`src/rtl/pc_redirect_if.sv`:
```
// Fetch-PC sequencer bus: redirect requests in from EX/ID/hazard unit, PC and
// PC-mux select/candidates out to the fetch stage.
interface pc_redirect_if #(
    parameter int data_bits = 31
);
    logic               stall;
    logic               br_valid;
    logic               br_taken;
    logic [data_bits:0] br_target;
    logic               jmp_valid;
    logic [data_bits:0] jmp_target;
    logic [data_bits:0] pc;
    logic [1:0]         sel;
    logic [data_bits:0] seq_addr;
    logic [data_bits:0] br_addr;
    logic [data_bits:0] jmp_addr;
    logic               fetch_valid;
    logic               flush;
    logic               addr_err;

    modport master (
        output stall, br_valid, br_taken, br_target, jmp_valid, jmp_target,
        input  pc, sel, seq_addr, br_addr, jmp_addr, fetch_valid, flush, addr_err
    );

    modport slave (
        input  stall, br_valid, br_taken, br_target, jmp_valid, jmp_target,
        output pc, sel, seq_addr, br_addr, jmp_addr, fetch_valid, flush, addr_err
    );
endinterface

```
`src/rtl/pc_redirect_ctrl.sv`:
```
// MIPS32 fetch PC sequencer with stall-buffered branch/jump redirects.
// Define PCREDIR_DELAY_SLOT_EN to fetch the delay slot before a redirect lands.
module pc_redirect_ctrl #(
    parameter int                 data_bits = 31,
    parameter logic [data_bits:0] RESET_PC  = '0
) (
    input logic         clk,
    input logic         rst,
    pc_redirect_if.slave bus
);
    localparam logic [data_bits:0] STEP = {{(data_bits - 2){1'b0}}, 3'b100};

    typedef enum logic {RUN, PEND} state_t;
    state_t state, state_nx;

    logic [data_bits:0] pc_q, seq_q, br_q, jmp_q, pend_tgt;
    logic [1:0]         sel_q;
    logic               fv_q, fl_q, err_q, pend_br;

    logic               go, go_br, cap, cap_br, err_set, flush_nx;
    logic [data_bits:0] go_tgt, cap_tgt, pc_nx, br_nx, jmp_nx;
    logic [1:0]         sel_nx;
    logic               br, jmp;

    function automatic logic [data_bits:0] align(input logic [data_bits:0] a);
        return {a[data_bits:2], 2'b00};
    endfunction

`ifdef PCREDIR_DELAY_SLOT_EN
    logic               slot_q, slot_br, slot_nx, slot_br_nx;
    logic [data_bits:0] slot_tgt, slot_tgt_nx;
    // The slot instruction cannot itself redirect, so requests are masked then.
    assign br  = bus.br_valid & bus.br_taken & ~slot_q;
    assign jmp = bus.jmp_valid & ~slot_q;
`else
    assign br  = bus.br_valid & bus.br_taken;
    assign jmp = bus.jmp_valid;
`endif

    always_ff @(posedge clk) begin
        if (rst) state <= RUN;
        else     state <= state_nx;
    end

    always_comb begin
        state_nx = state;
        case (state)
            RUN:  if (bus.stall && (br || jmp)) state_nx = PEND;
            PEND: if (!bus.stall) state_nx = RUN;
            default: state_nx = RUN;
        endcase
    end

    // Redirect arbitration: br outranks jmp; a pending br is never displaced.
    always_comb begin
        go      = 1'b0;
        go_br   = 1'b0;
        go_tgt  = bus.br_target;
        cap     = 1'b0;
        cap_br  = pend_br;
        cap_tgt = pend_tgt;
        if (!bus.stall) begin
            if (state == PEND) begin
                go = 1'b1;
                if (!pend_br && br) begin
                    go_br = 1'b1;
                end else begin
                    go_br  = pend_br;
                    go_tgt = pend_tgt;
                end
            end else if (br) begin
                go    = 1'b1;
                go_br = 1'b1;
            end else if (jmp) begin
                go     = 1'b1;
                go_tgt = bus.jmp_target;
            end
        end else if (state == RUN) begin
            if (br) begin
                cap = 1'b1; cap_br = 1'b1; cap_tgt = bus.br_target;
            end else if (jmp) begin
                cap = 1'b1; cap_br = 1'b0; cap_tgt = bus.jmp_target;
            end
        end else if (!pend_br && br) begin
            cap = 1'b1; cap_br = 1'b1; cap_tgt = bus.br_target;
        end
        err_set = (cap && |cap_tgt[1:0]) || (go && |go_tgt[1:0]);
    end

    always_comb begin
        pc_nx    = pc_q + STEP;
        sel_nx   = 2'b00;
        flush_nx = 1'b0;
        br_nx    = br_q;
        jmp_nx   = jmp_q;
`ifdef PCREDIR_DELAY_SLOT_EN
        slot_nx     = slot_q;
        slot_br_nx  = slot_br;
        slot_tgt_nx = slot_tgt;
        if (slot_q) begin
            pc_nx   = align(slot_tgt);
            sel_nx  = slot_br ? 2'b01 : 2'b10;
            slot_nx = 1'b0;
            if (slot_br) br_nx = align(slot_tgt);
            else         jmp_nx = align(slot_tgt);
        end else if (go) begin
            slot_nx     = 1'b1;
            slot_br_nx  = go_br;
            slot_tgt_nx = go_tgt;
        end
`else
        if (go) begin
            pc_nx    = align(go_tgt);
            sel_nx   = go_br ? 2'b01 : 2'b10;
            flush_nx = 1'b1;
            if (go_br) br_nx = align(go_tgt);
            else       jmp_nx = align(go_tgt);
        end
`endif
    end

    always_ff @(posedge clk) begin
        if (rst) begin
            pc_q     <= RESET_PC;
            seq_q    <= RESET_PC + STEP;
            sel_q    <= 2'b00;
            br_q     <= '0;
            jmp_q    <= '0;
            fv_q     <= 1'b0;
            fl_q     <= 1'b0;
            err_q    <= 1'b0;
            pend_br  <= 1'b0;
            pend_tgt <= '0;
`ifdef PCREDIR_DELAY_SLOT_EN
            slot_q   <= 1'b0;
            slot_br  <= 1'b0;
            slot_tgt <= '0;
`endif
        end else begin
            fv_q <= 1'b1;
            if (err_set) err_q <= 1'b1;
            if (cap) begin
                pend_br  <= cap_br;
                pend_tgt <= cap_tgt;
            end
            if (bus.stall) begin
                fl_q <= 1'b0;
            end else begin
                pc_q  <= pc_nx;
                seq_q <= pc_nx + STEP;
                sel_q <= sel_nx;
                br_q  <= br_nx;
                jmp_q <= jmp_nx;
                fl_q  <= flush_nx;
`ifdef PCREDIR_DELAY_SLOT_EN
                slot_q   <= slot_nx;
                slot_br  <= slot_br_nx;
                slot_tgt <= slot_tgt_nx;
`endif
            end
        end
    end

    assign bus.pc          = pc_q;
    assign bus.sel         = sel_q;
    assign bus.seq_addr    = seq_q;
    assign bus.br_addr     = br_q;
    assign bus.jmp_addr    = jmp_q;
    assign bus.fetch_valid = fv_q;
    assign bus.flush       = fl_q;
    assign bus.addr_err    = err_q;
endmodule

```
`src/flat_wrapper.sv`:
```
// flat-port wrapper written by rule: the top's interface ports become plain ports
module pc_redirect_ctrl_flat 
#(
    parameter int                 data_bits = 31,
    parameter logic [data_bits:0] RESET_PC  = '0
)
  (clk, rst, bus_stall, bus_br_valid, bus_br_taken, bus_br_target, bus_jmp_valid, bus_jmp_target, bus_pc, bus_sel, bus_seq_addr, bus_br_addr, bus_jmp_addr, bus_fetch_valid, bus_flush, bus_addr_err);
  pc_redirect_if #(.data_bits(data_bits)) bus_i ();
  input logic clk;
  input logic rst;
  input wire logic [$bits(bus_i.stall)-1:0] bus_stall;
  input wire logic [$bits(bus_i.br_valid)-1:0] bus_br_valid;
  input wire logic [$bits(bus_i.br_taken)-1:0] bus_br_taken;
  input wire logic [$bits(bus_i.br_target)-1:0] bus_br_target;
  input wire logic [$bits(bus_i.jmp_valid)-1:0] bus_jmp_valid;
  input wire logic [$bits(bus_i.jmp_target)-1:0] bus_jmp_target;
  output wire logic [$bits(bus_i.pc)-1:0] bus_pc;
  output wire logic [$bits(bus_i.sel)-1:0] bus_sel;
  output wire logic [$bits(bus_i.seq_addr)-1:0] bus_seq_addr;
  output wire logic [$bits(bus_i.br_addr)-1:0] bus_br_addr;
  output wire logic [$bits(bus_i.jmp_addr)-1:0] bus_jmp_addr;
  output wire logic [$bits(bus_i.fetch_valid)-1:0] bus_fetch_valid;
  output wire logic [$bits(bus_i.flush)-1:0] bus_flush;
  output wire logic [$bits(bus_i.addr_err)-1:0] bus_addr_err;
  assign bus_i.stall = bus_stall;
  assign bus_i.br_valid = bus_br_valid;
  assign bus_i.br_taken = bus_br_taken;
  assign bus_i.br_target = bus_br_target;
  assign bus_i.jmp_valid = bus_jmp_valid;
  assign bus_i.jmp_target = bus_jmp_target;
  assign bus_pc = bus_i.pc;
  assign bus_sel = bus_i.sel;
  assign bus_seq_addr = bus_i.seq_addr;
  assign bus_br_addr = bus_i.br_addr;
  assign bus_jmp_addr = bus_i.jmp_addr;
  assign bus_fetch_valid = bus_i.fetch_valid;
  assign bus_flush = bus_i.flush;
  assign bus_addr_err = bus_i.addr_err;
  pc_redirect_ctrl #(.data_bits(data_bits), .RESET_PC(RESET_PC)) u_core (.clk(clk), .rst(rst), .bus(bus_i));
endmodule
```
`config.mk`:
```
export PLATFORM = sky130hd
export DESIGN_NAME = pc_redirect_ctrl_flat
export DESIGN_NICKNAME = d
export VERILOG_FILES = /design/src/rtl/pc_redirect_if.sv /design/src/rtl/pc_redirect_ctrl.sv /design/src/flat_wrapper.sv
export SDC_FILE = /design/constraint.sdc
export NUM_CORES = 1
export LEC_CHECK = 0
export BUFFER_PORTS_ARGS = -buffer_cell sky130_fd_sc_hd__buf_2
export CORE_ASPECT_RATIO = 0.75
export CORE_MARGIN = 4
export CORE_UTILIZATION = 58
export CTS_CLUSTER_SIZE = 10
export DETAILED_ROUTE_END_ITERATION = 12
export PLACE_DENSITY_LB_ADDON = 0.3
export SETUP_SLACK_MARGIN = 0.1
export SLEW_MARGIN = 20
export SYNTH_ARGS = -nofsm -noshare
export SYNTH_HDL_FRONTEND = slang
export SYNTH_SLANG_ARGS = --single-unit
```
`constraint.sdc`:
```
create_clock -name clk -period 5.4 [get_ports clk]
set_clock_uncertainty 0.2 [all_clocks]
set_input_delay 1.08 -clock clk [delete_from_list [all_inputs] [get_ports clk]]
set_output_delay 1.08 -clock clk [all_outputs]
set_load 0.02 [all_outputs]
```
* Word level (Yosys, flattened, before mapping)
Cells that the tools add are included.
Widths: inputs -> output; s select.
** Storage, ports and cells
- Logic and storage cells :: 63
- Bits of input ports :: 70
- Output and inout bits :: 133
- Register bits :: 163
** Operators by class
- Multiplexer cells :: 31
- Bitwise operators :: 4
- $add $sub $neg :: 2
- Reduce and logical (&&, ||, !) cells :: 14
** Operators by type and width (count)
- $mux 32 :: 9
- $add 32x3->32 const B :: 2
- $mux 1 :: 18
- $reduce_and 3->1 :: 3
- $mux 2 :: 3
- $reduce_or 2->1 :: 3
- $logic_and 1x1->1 :: 4
- $not 1->1 :: 3
- $reduce_bool 3->1 :: 1
- $logic_or 1x1->1 :: 2
- $pmux 1 s2 :: 1
- $and 1x1->1 :: 1
- $logic_not 1->1 :: 1

* Logic depth before layout (Yosys ltp)
Gate-level depths: netlist (run 1).
- Word-level depth :: 8
- Depth in mapped cells :: 12
- Depth with buffers taken out :: 10

* Worst setup path before layout (run 1)
Ideal clock, no wire load.
- Path kind :: input-to-reg
- From :: input port bus_br_valid
- To :: register u_core.seq_q[30], in the netlist u_core.bus.seq_addr[30]
- Arrival :: 3426 ps
- Stages on the path :: 9
- Setup time :: 120 ps
- Buffers on the path :: 0
- Setup slack :: 1654 ps
- Path through :: a211oi_1 nand3_1 o2111ai_1 o2111ai_1 nor3b_2 nand2_1 or4_1 nand3_1 a21oi_1
** Between the ends
- Word-level cells in the longest chain between the ends :: 7
- Elaborated cells between the ends (all ways) :: 11
** RTL lines
- from (decl) :: line flat_wrapper.sv:12 : input wire logic [$bits(bus_i.br_valid)-1:0] bus_br_valid;
- $and 1x1->1 * :: line pc_redirect_ctrl.sv:36 : assign br = bus.br_valid & bus.br_taken;
- $logic_and 1x1->1 :: line pc_redirect_ctrl.sv:65 : if (!pend_br && br) begin
- $mux 32
- $mux 32 :: line pc_redirect_ctrl.sv:63 : if (state == PEND) begin
- $mux 32 :: line pc_redirect_ctrl.sv:62 : if (!bus.stall) begin
- $mux 32 * :: line pc_redirect_ctrl.sv:112 : if (go) begin
- $add 32x3->32 * :: line pc_redirect_ctrl.sv:150 : seq_q <= pc_nx + STEP;
- to (signal assigned) :: line pc_redirect_ctrl.sv:125 : seq_q <= RESET_PC + STEP;
- to (signal assigned) :: line pc_redirect_ctrl.sv:150
- to (decl) :: line pc_redirect_ctrl.sv:16 : logic [data_bits:0] pc_q, seq_q, br_q, jmp_q, pend_tgt;
Every way passes the cells marked *; elsewhere a longest branch is shown, timed or not.
A chain may end at the register's enable or synchronous reset.

* Worst setup path after layout (run 1)
- From :: input port bus_br_taken
- To :: register u_core.seq_q[30], in the netlist u_core.bus.seq_addr[30]
** Between the ends
- Word-level cells in the longest chain between the ends :: 7
- Elaborated cells between the ends (all ways) :: 11
** RTL lines
- from (decl) :: line flat_wrapper.sv:13 : input wire logic [$bits(bus_i.br_taken)-1:0] bus_br_taken;
- $and 1x1->1 * :: line pc_redirect_ctrl.sv:36
- $logic_and 1x1->1 :: line pc_redirect_ctrl.sv:65
- $mux 32
- $mux 32 :: line pc_redirect_ctrl.sv:63
- $mux 32 :: line pc_redirect_ctrl.sv:62
- $mux 32 * :: line pc_redirect_ctrl.sv:112
- $add 32x3->32 * :: line pc_redirect_ctrl.sv:150
Marked as above.

==> results of run 1 <==
## registers in the layout, indices dropped and copies added, names as in the netlist
register	count
u_core.state	1
u_core.bus.pc	30
u_core.pend_br	1
u_core.bus.addr_err	1
u_core.bus.br_addr	30
u_core.pend_tgt	32
u_core.bus.jmp_addr	30
u_core.bus.fetch_valid	1
u_core.bus.sel	2
u_core.bus.seq_addr	30
u_core.bus.flush	1
## synth_stat cells (3+ instances only)
cell,n
nor4_1,8
a22o_1,4
mux2i_1,9
nand3b_1,3
and2_1,8
or4_1,6
a221oi_1,3
nand2_1,89
nor2_1,157
nand4_1,18
dfxtp_1,159
clkbuf_1,61
nor3_1,36
a222oi_1,11
a211oi_1,75
o2111ai_1,6
a22oi_1,15
o21a_1,5
xnor2_1,14
a311oi_1,9
and3_1,11
buf_4,8
or2_2,4
o21ai_0,28
o31ai_1,3
a21oi_1,88
o211a_1,3
buf_1,6
buf_2,12
nor2b_1,5
a32oi_1,3
a31oi_1,14
or3_1,4
inv_1,8
xor2_1,25
nand3_1,59
## through the flow
| stage | hold WS, ns | utilization | instance area [sq um] | std cells |
|---|---|---|---|---|
| after CTS | 0.253 | 0.713 | 9770 | 1373 |
| after global placement | 0.242 | 0.670 | 9180 | 1341 |
| after global routing | 0.269 | 0.713 | 9770 | 1373 |
| after floorplan | 0.266 | - | 8130 | 1032 |
| after detailed placement | 0.243 | 0.670 | 9180 | 1341 |
| final | 0.251 | 0.713 | 9770 | 1373 |
## final cells by class
| type | instances | area (sq um) |
|---|---|---|
| Clock inverter | 15 | 173 |
| Timing Repair Buffer | 221 | 1180 |
| Tap cell | 175 | 219 |
| Inverter | 9 | 33.8 |
| Clock buffer | 17 | 425 |
| Sequential cell | 159 | 3180 |
| Multi-Input combinational cell | 777 | 4560 |
| Fill cell | 1131 | 3930 |
## power breakdown
group          switching, mW  total, mW  internal (mW)
sequential            0.0658       1.32           1.25
combinational          0.403      0.598          0.194
clock                  0.563       1.22          0.659
total                   1.03       3.14           2.10
## worst max-delay path, cell delays in order
cell,delay [ns]
buf_2,0.13
and2_1,0.75
nand3_1,0.18
a31oi_1,0.45
o211ai_1,0.22
a2111oi_4,0.65
nand2_1,0.25
or4_1,0.54
nand3_1,0.09
a21oi_1,0.07
## placed cells by master (no fill, tap or decap), types with 11 or more instances in the layout
master,count
nand3_1,59
xor2_1,25
buf_2,193
a211oi_1,75
a222oi_1,11
nor2_1,156
a21oi_1,87
nand4_1,18
and3_1,11
a22oi_1,15
xnor2_1,14
clkbuf_16,17
nor3_1,35
buf_4,28
nand2_1,89
dfxtp_1,159
a31oi_1,14
o21ai_0,28
## kinds of logic after synthesis
logic type,Yosys count,share of synthesized area
buf+inv,96,0.0501
simple gates,429,0.254
compound gates,290,0.247
fa+ha+maj,2,0.00309
flops,159,0.393
other cells,1,0.000463
mux,9,0.0111
xor+xnor,39,0.0422
## worst max path at each step
stage          slack (ns)  cells after the start          from                                   end
2_1_floorplan        1.65                      9  bus_br_valid  u_core.bus.seq_addr[30]$_SDFFE_PP0N_
3_3_place_gp         0.78                     10  bus_br_valid  u_core.bus.seq_addr[30]$_SDFFE_PP0N_
3_5_place_dp         0.69                     10  bus_br_valid  u_core.bus.seq_addr[30]$_SDFFE_PP0N_
4_1_cts              1.15                     10  bus_br_valid  u_core.bus.seq_addr[30]$_SDFFE_PP0N_
5_1_grt              0.73                     10  bus_br_valid  u_core.bus.seq_addr[30]$_SDFFE_PP0N_
6_report             1.07                     10  bus_br_taken  u_core.bus.seq_addr[30]$_SDFFE_PP0N_
## routing by layer
layer	up-vias	GRT usage	part of all wire
met5	-	0	0
met4	0	0.153	0.038
met3	82	0.0914	0.11
met2	584	0.530	0.42
met1	4164	0.510	0.42
li1	4078	-	-
==> results_dict.tcl, run 1 <==
set metrics [dict create \
    timing.final.ws_setup_ns 1.07 \
    die_h_um 110 \
    grt_overflow_total 0 \
    hpwlAfterDp_um 20500 \
    path_max_fanout 24 \
    diodes 0 \
    power.leakage_nw 3.99 \
    clockBufferDepth 2 \
    drt_wl_total_um 29100 \
    first_iter_violations 1080 \
    die_x_um 144 \
    rr_worst_depth 9 \
    r2r-start "u_core.state$_SDFF_PP0_" \
    total_power_mw 3.14 \
    setup_violations 0 \
    place_ws_ns 0.688 \
    hold_class "reg2reg" \
    grt_max_degree 77 \
    worstMarginPinSlew_ns 1.09 \
    first_pass_iters 8 \
    initial_core_util 0.591 \
    rsz0062_at_grt "false" \
    maxCapViolCount 0 \
    ys_seq_elements 159 \
    end_kind "flip-flop" \
    drive_above_1_share 0.233 \
    avgRoutedWirePerCell_um 21.2 \
    syn_area_sq_mm 0.00810 \
    post_drt_via_cell_ratio 6.49 \
    die_area_sq_mm 0.0159 \
    setup_tns_ns 0 \
    finalCriticalPeriod_ns 4.33 \
    cts-root-buf "clkbuf_16" \
    first_global_vias 8109 \
    cts_tree "yes" \
    synth_sequential_area_ratio 0.393 \
    synth_cell_types 76 \
    htree_levels 4 \
    final_hold_viol_count 0 \
    place.gp.congestion 0.968 \
    numCtsBuffers 17 \
    p_per_area_mw_per_mm2 321 \
    vdd_drop_max_mv 0.249 \
    rrSetupSlack_ns 1.33 \
    reg2reg_to "u_core.bus.seq_addr[30]$_SDFFE_PP0N_" \
    post-cts-setup-buffers 0 \
    whs_endpoint "u_core.bus.jmp_addr[15]$_SDFFE_PP0P_" \
    required_ns 5.49 \
    synth-edff-count 0 \
    worst_setup_path_start_kind "input port" \
    coreArea_sq_mm 0.0137 \
    ctsHoldBuffers 0 \
    syn2layout_area_growth_pct 20.7 \
    min_period_over_period 0.803 \
    syn_avg_cell_area_sq_um 7.90 \
    ant_nets 0 \
    hp-start "u_core.bus.jmp_addr[15]$_SDFFE_PP0P_" \
    worstHoldPathCells 2 \
    grt_usage 0.363 \
    clock.fmax_ghz 0.231 \
    drv_slew 0 \
    synth_warnings 0 \
    critPathKind "in2reg" \
    antenna_found_initial 0 \
    clock_latency_ns 0.44 \
    grt_first_pass_wirelength_um 44500 \
    synth.top_cell.area_share 0.393 \
    cts_resized 0 \
    synthFlopType "dfxtp_1" \
    clk_pin_slew_ns 0.07 \
    status "completed" \
    vias 8908 \
    io_buffers 194 \
    yosysTopAreaCell "dfxtp_1" \
    fp-row-count 37 \
    synth_cells 1025 \
    cts_sinks 159 \
    drcViolationCount 0 \
    io_pins 203 \
    yosys-top-cells-area "dfxtp_1 (39%), nor2_1 (7.3%), a211oi_1 (7.0%)" \
    nets 1257 \
    worstPathArrival_ns 4.43 \
    ys_async_sr_fraction 0 \
    slew_headroom 0.269 \
]
Power figures use the tool's default switching activity.
==> run 2: changes to the inputs <==
Settings changed: ABC_AREA from default to 1, CORE_UTILIZATION 58 to 50.
Clock period 5.4 ns to 3.5 ns, I/O delays scaled along.
==> results_dict.tcl, run 2 <==
set metrics [dict create \
    status "completed" \
    grt_first_pass_wirelength_um 49000 \
    clockBufferDepth 2 \
    final_hold_viol_count 0 \
    hpwlAfterDp_um 23600 \
    rrSetupSlack_ns 0.60 \
    slew_headroom 0.384 \
    grt_max_degree 65 \
    first_pass_iters 6 \
    synth-simple-area-share 0.342 \
    synth_top_family_by_area "simple AND/OR/NAND/NOR gates" \
    total_power_mw 5.05 \
    rsz0062_at_grt "false" \
    worstMarginPinSlew_ns 0.918 \
    ctsHoldBuffers 0 \
    worstHoldPathCells 2 \
    ant_nets 0 \
    synth_cells 1518 \
    cts_tree "yes" \
    critPathKind "in2reg" \
    power.leakage_nw 5.87 \
    synth.top_cell.area_share 0.341 \
    end_kind "flip-flop" \
    synthXorXnorAreaFrac 0.0122 \
    drv_slew 0 \
    syn2layout_area_growth_pct 18.3 \
    drive_above_1_share 0.192 \
    ys_seq_elements 159 \
    synth_warnings 0 \
    top_register "u_core.pend_tgt" \
    clock_latency_ns 0.44 \
    antenna_found_initial 3 \
    final_cells 1941 \
    initial_core_util 0.520 \
    worst_setup_path_start_kind "input port" \
    grt_usage 0.289 \
    drt_wl_total_um 31400 \
    path_max_fanout 18 \
    synth-edff-count 0 \
    die_area_sq_mm 0.0210 \
    clk_pin_slew_ns 0.07 \
    synth_sequential_area_ratio 0.341 \
    maxCapViolCount 0 \
    worst_hold_slack_ns 0.257 \
    place.gp.congestion 1.00 \
    required_ns 3.63 \
    die_x_um 166 \
    synth_common_cells "nand2_1 (402), inv_1 (233), dfxtp_1 (159)" \
    post-cts-setup-buffers 0 \
    synth-compound-area-share 0.158 \
    dpl.cell_count 1907 \
    syn_area_sq_mm 0.00934 \
    p_per_area_mw_per_mm2 457 \
    synthFlopType "dfxtp_1" \
    yosysMostFrequentCell "nand2_1" \
    num-fill-cells 1746 \
    worstPathArrival_ns 3.06 \
    vias 10300 \
    setup_tns_ns 0 \
    syn_avg_cell_area_sq_um 6.15 \
    setup_violations 0 \
    nets 1756 \
    rr_worst_depth 18 \
    synth_cell_types 44 \
    die_h_um 126 \
    first_iter_violations 1172 \
    min_period_over_period 0.839 \
    numCtsBuffers 17 \
    mostFrequentLayoutCells "nand2_1 (401), inv_1 (233), buf_2 (194)" \
    htree_levels 4 \
    io_pins 203 \
    cts_sinks 159 \
    r2r-start "u_core.bus.pc[2]$_SDFFE_PP0N_" \
    cts-root-buf "clkbuf_16" \
    grt_overflow_total 0 \
    hp-start "u_core.bus.sel[1]$_SDFFE_PP0N_" \
    post_drt_via_cell_ratio 5.29 \
    yosys-top-cells-area "dfxtp_1 (34%), nand2_1 (16%), inv_1 (9.4%)" \
    reg2reg_to "u_core.bus.seq_addr[30]$_SDFFE_PP0N_" \
    place_ws_ns 0.187 \
    synthMuxAreaShare 0 \
    finalCriticalPeriod_ns 2.94 \
    timing.final.ws_setup_ns 0.564 \
    ys_async_sr_fraction 0 \
    coreArea_sq_mm 0.0180 \
    yosysTopAreaCell "dfxtp_1" \
    largest_reg_flops 32 \
    synth_fa_ha_area_frac 0.00268 \
    whs_endpoint "u_core.bus.sel[1]$_SDFFE_PP0N_" \
    clock.fmax_ghz 0.341 \
    layout_commonest_cell "nand2_1" \
    hold_class "reg2reg" \
    cts_resized 0 \
    drcViolationCount 0 \
    avgRoutedWirePerCell_um 16.2 \
    vdd_drop_max_mv 0.233 \
    first_global_vias 9078 \
    fp-row-count 42 \
    io_buffers 194 \
]
==> run 2: cell count changes after synthesis, moves of 21 or more <==
cell / before / now
nand2_1: 89 / 402
inv_1: 8 / 233
o21ai_0: 28 / 133
a211oi_1: 75 / 2
nand3_1: 59 / 99
clkbuf_1: 61 / 39
nand2_2: 1 / 23
nor3_1: 36 / 15
==> run 2: area by class of cell <==
class,count,area (sq um),area share
Multi-Input combinational cell,1037,4840,0.438
Sequential cell,159,3180,0.288
Timing Repair Buffer,218,1160,0.105
Clock buffer,17,425,0.0385
Clock inverter,15,175,0.0159
Inverter,251,952,0.0862
Tap cell,242,303,0.0274
Antenna cell,2,5.00,0.000453
==> run 2: worst max-delay path by stage <==
stage	slack, ns	from	endpoint
final	0.56	bus_br_valid	u_core.bus.seq_addr[12]$_SDFFE_PP0N_
after global routing	0.29	u_core.bus.pc[2]$_SDFFE_PP0N_	u_core.bus.seq_addr[30]$_SDFFE_PP0N_
after CTS	0.62	bus_br_valid	u_core.bus.seq_addr[12]$_SDFFE_PP0N_
after detailed placement	0.19	bus_br_valid	u_core.bus.seq_addr[28]$_SDFFE_PP0N_
after global placement	0.21	bus_br_valid	u_core.bus.seq_addr[28]$_SDFFE_PP0N_
after floorplan	0.90	bus_br_valid	u_core.bus.seq_addr[26]$_SDFFE_PP0N_
==> run 2: logic make-up after synthesis <==
kind of cell | Yosys count
other cells | 1
flops | 159
simple gates | 740
xor+xnor | 13
compound gates | 274
buf+inv | 329
fa+ha+maj | 2
==> run 2: per-stage QoR <==
stage               area (sq um)  utilization
finish                     11100        0.615
floorplan                   9370            -
CTS                        11000        0.615
global route               11100        0.615
detailed placement         10400        0.581
global placement           10400        0.581
==> run 2: where the power goes <==
group / leakage, nW / internal, mW / switching (mW)
logic: 4.26 / 0.324 / 0.722
clock network: 0.291 / 1.08 / 0.870
registers: 1.31 / 1.95 / 0.105
total: 5.87 / 3.35 / 1.70
==> run 2: routing by layer <==
layer	wire length, um	GRT usage	part of all wire
met1	14200	0.412	0.45
met4	908	0.0989	0.029
met2	13100	0.423	0.42
met5	11	0	0.00035
met3	3240	0.0774	0.10
==> run 2: critical path, stage by stage <==
cell and delay [ns]:
buf_2 0.13, nand2_4 0.22, nor2_4 0.14, nor2_8 0.28, nand2_1 0.09, nand3_1 0.08
nand2_1 0.09, nand2_2 0.12, ha_1 0.17, nand2_1 0.10, nor2_4 0.15, nand2_2 0.12
nor2_1 0.31, o21ai_0 0.14, o21ai_1 0.16, inv_1 0.06
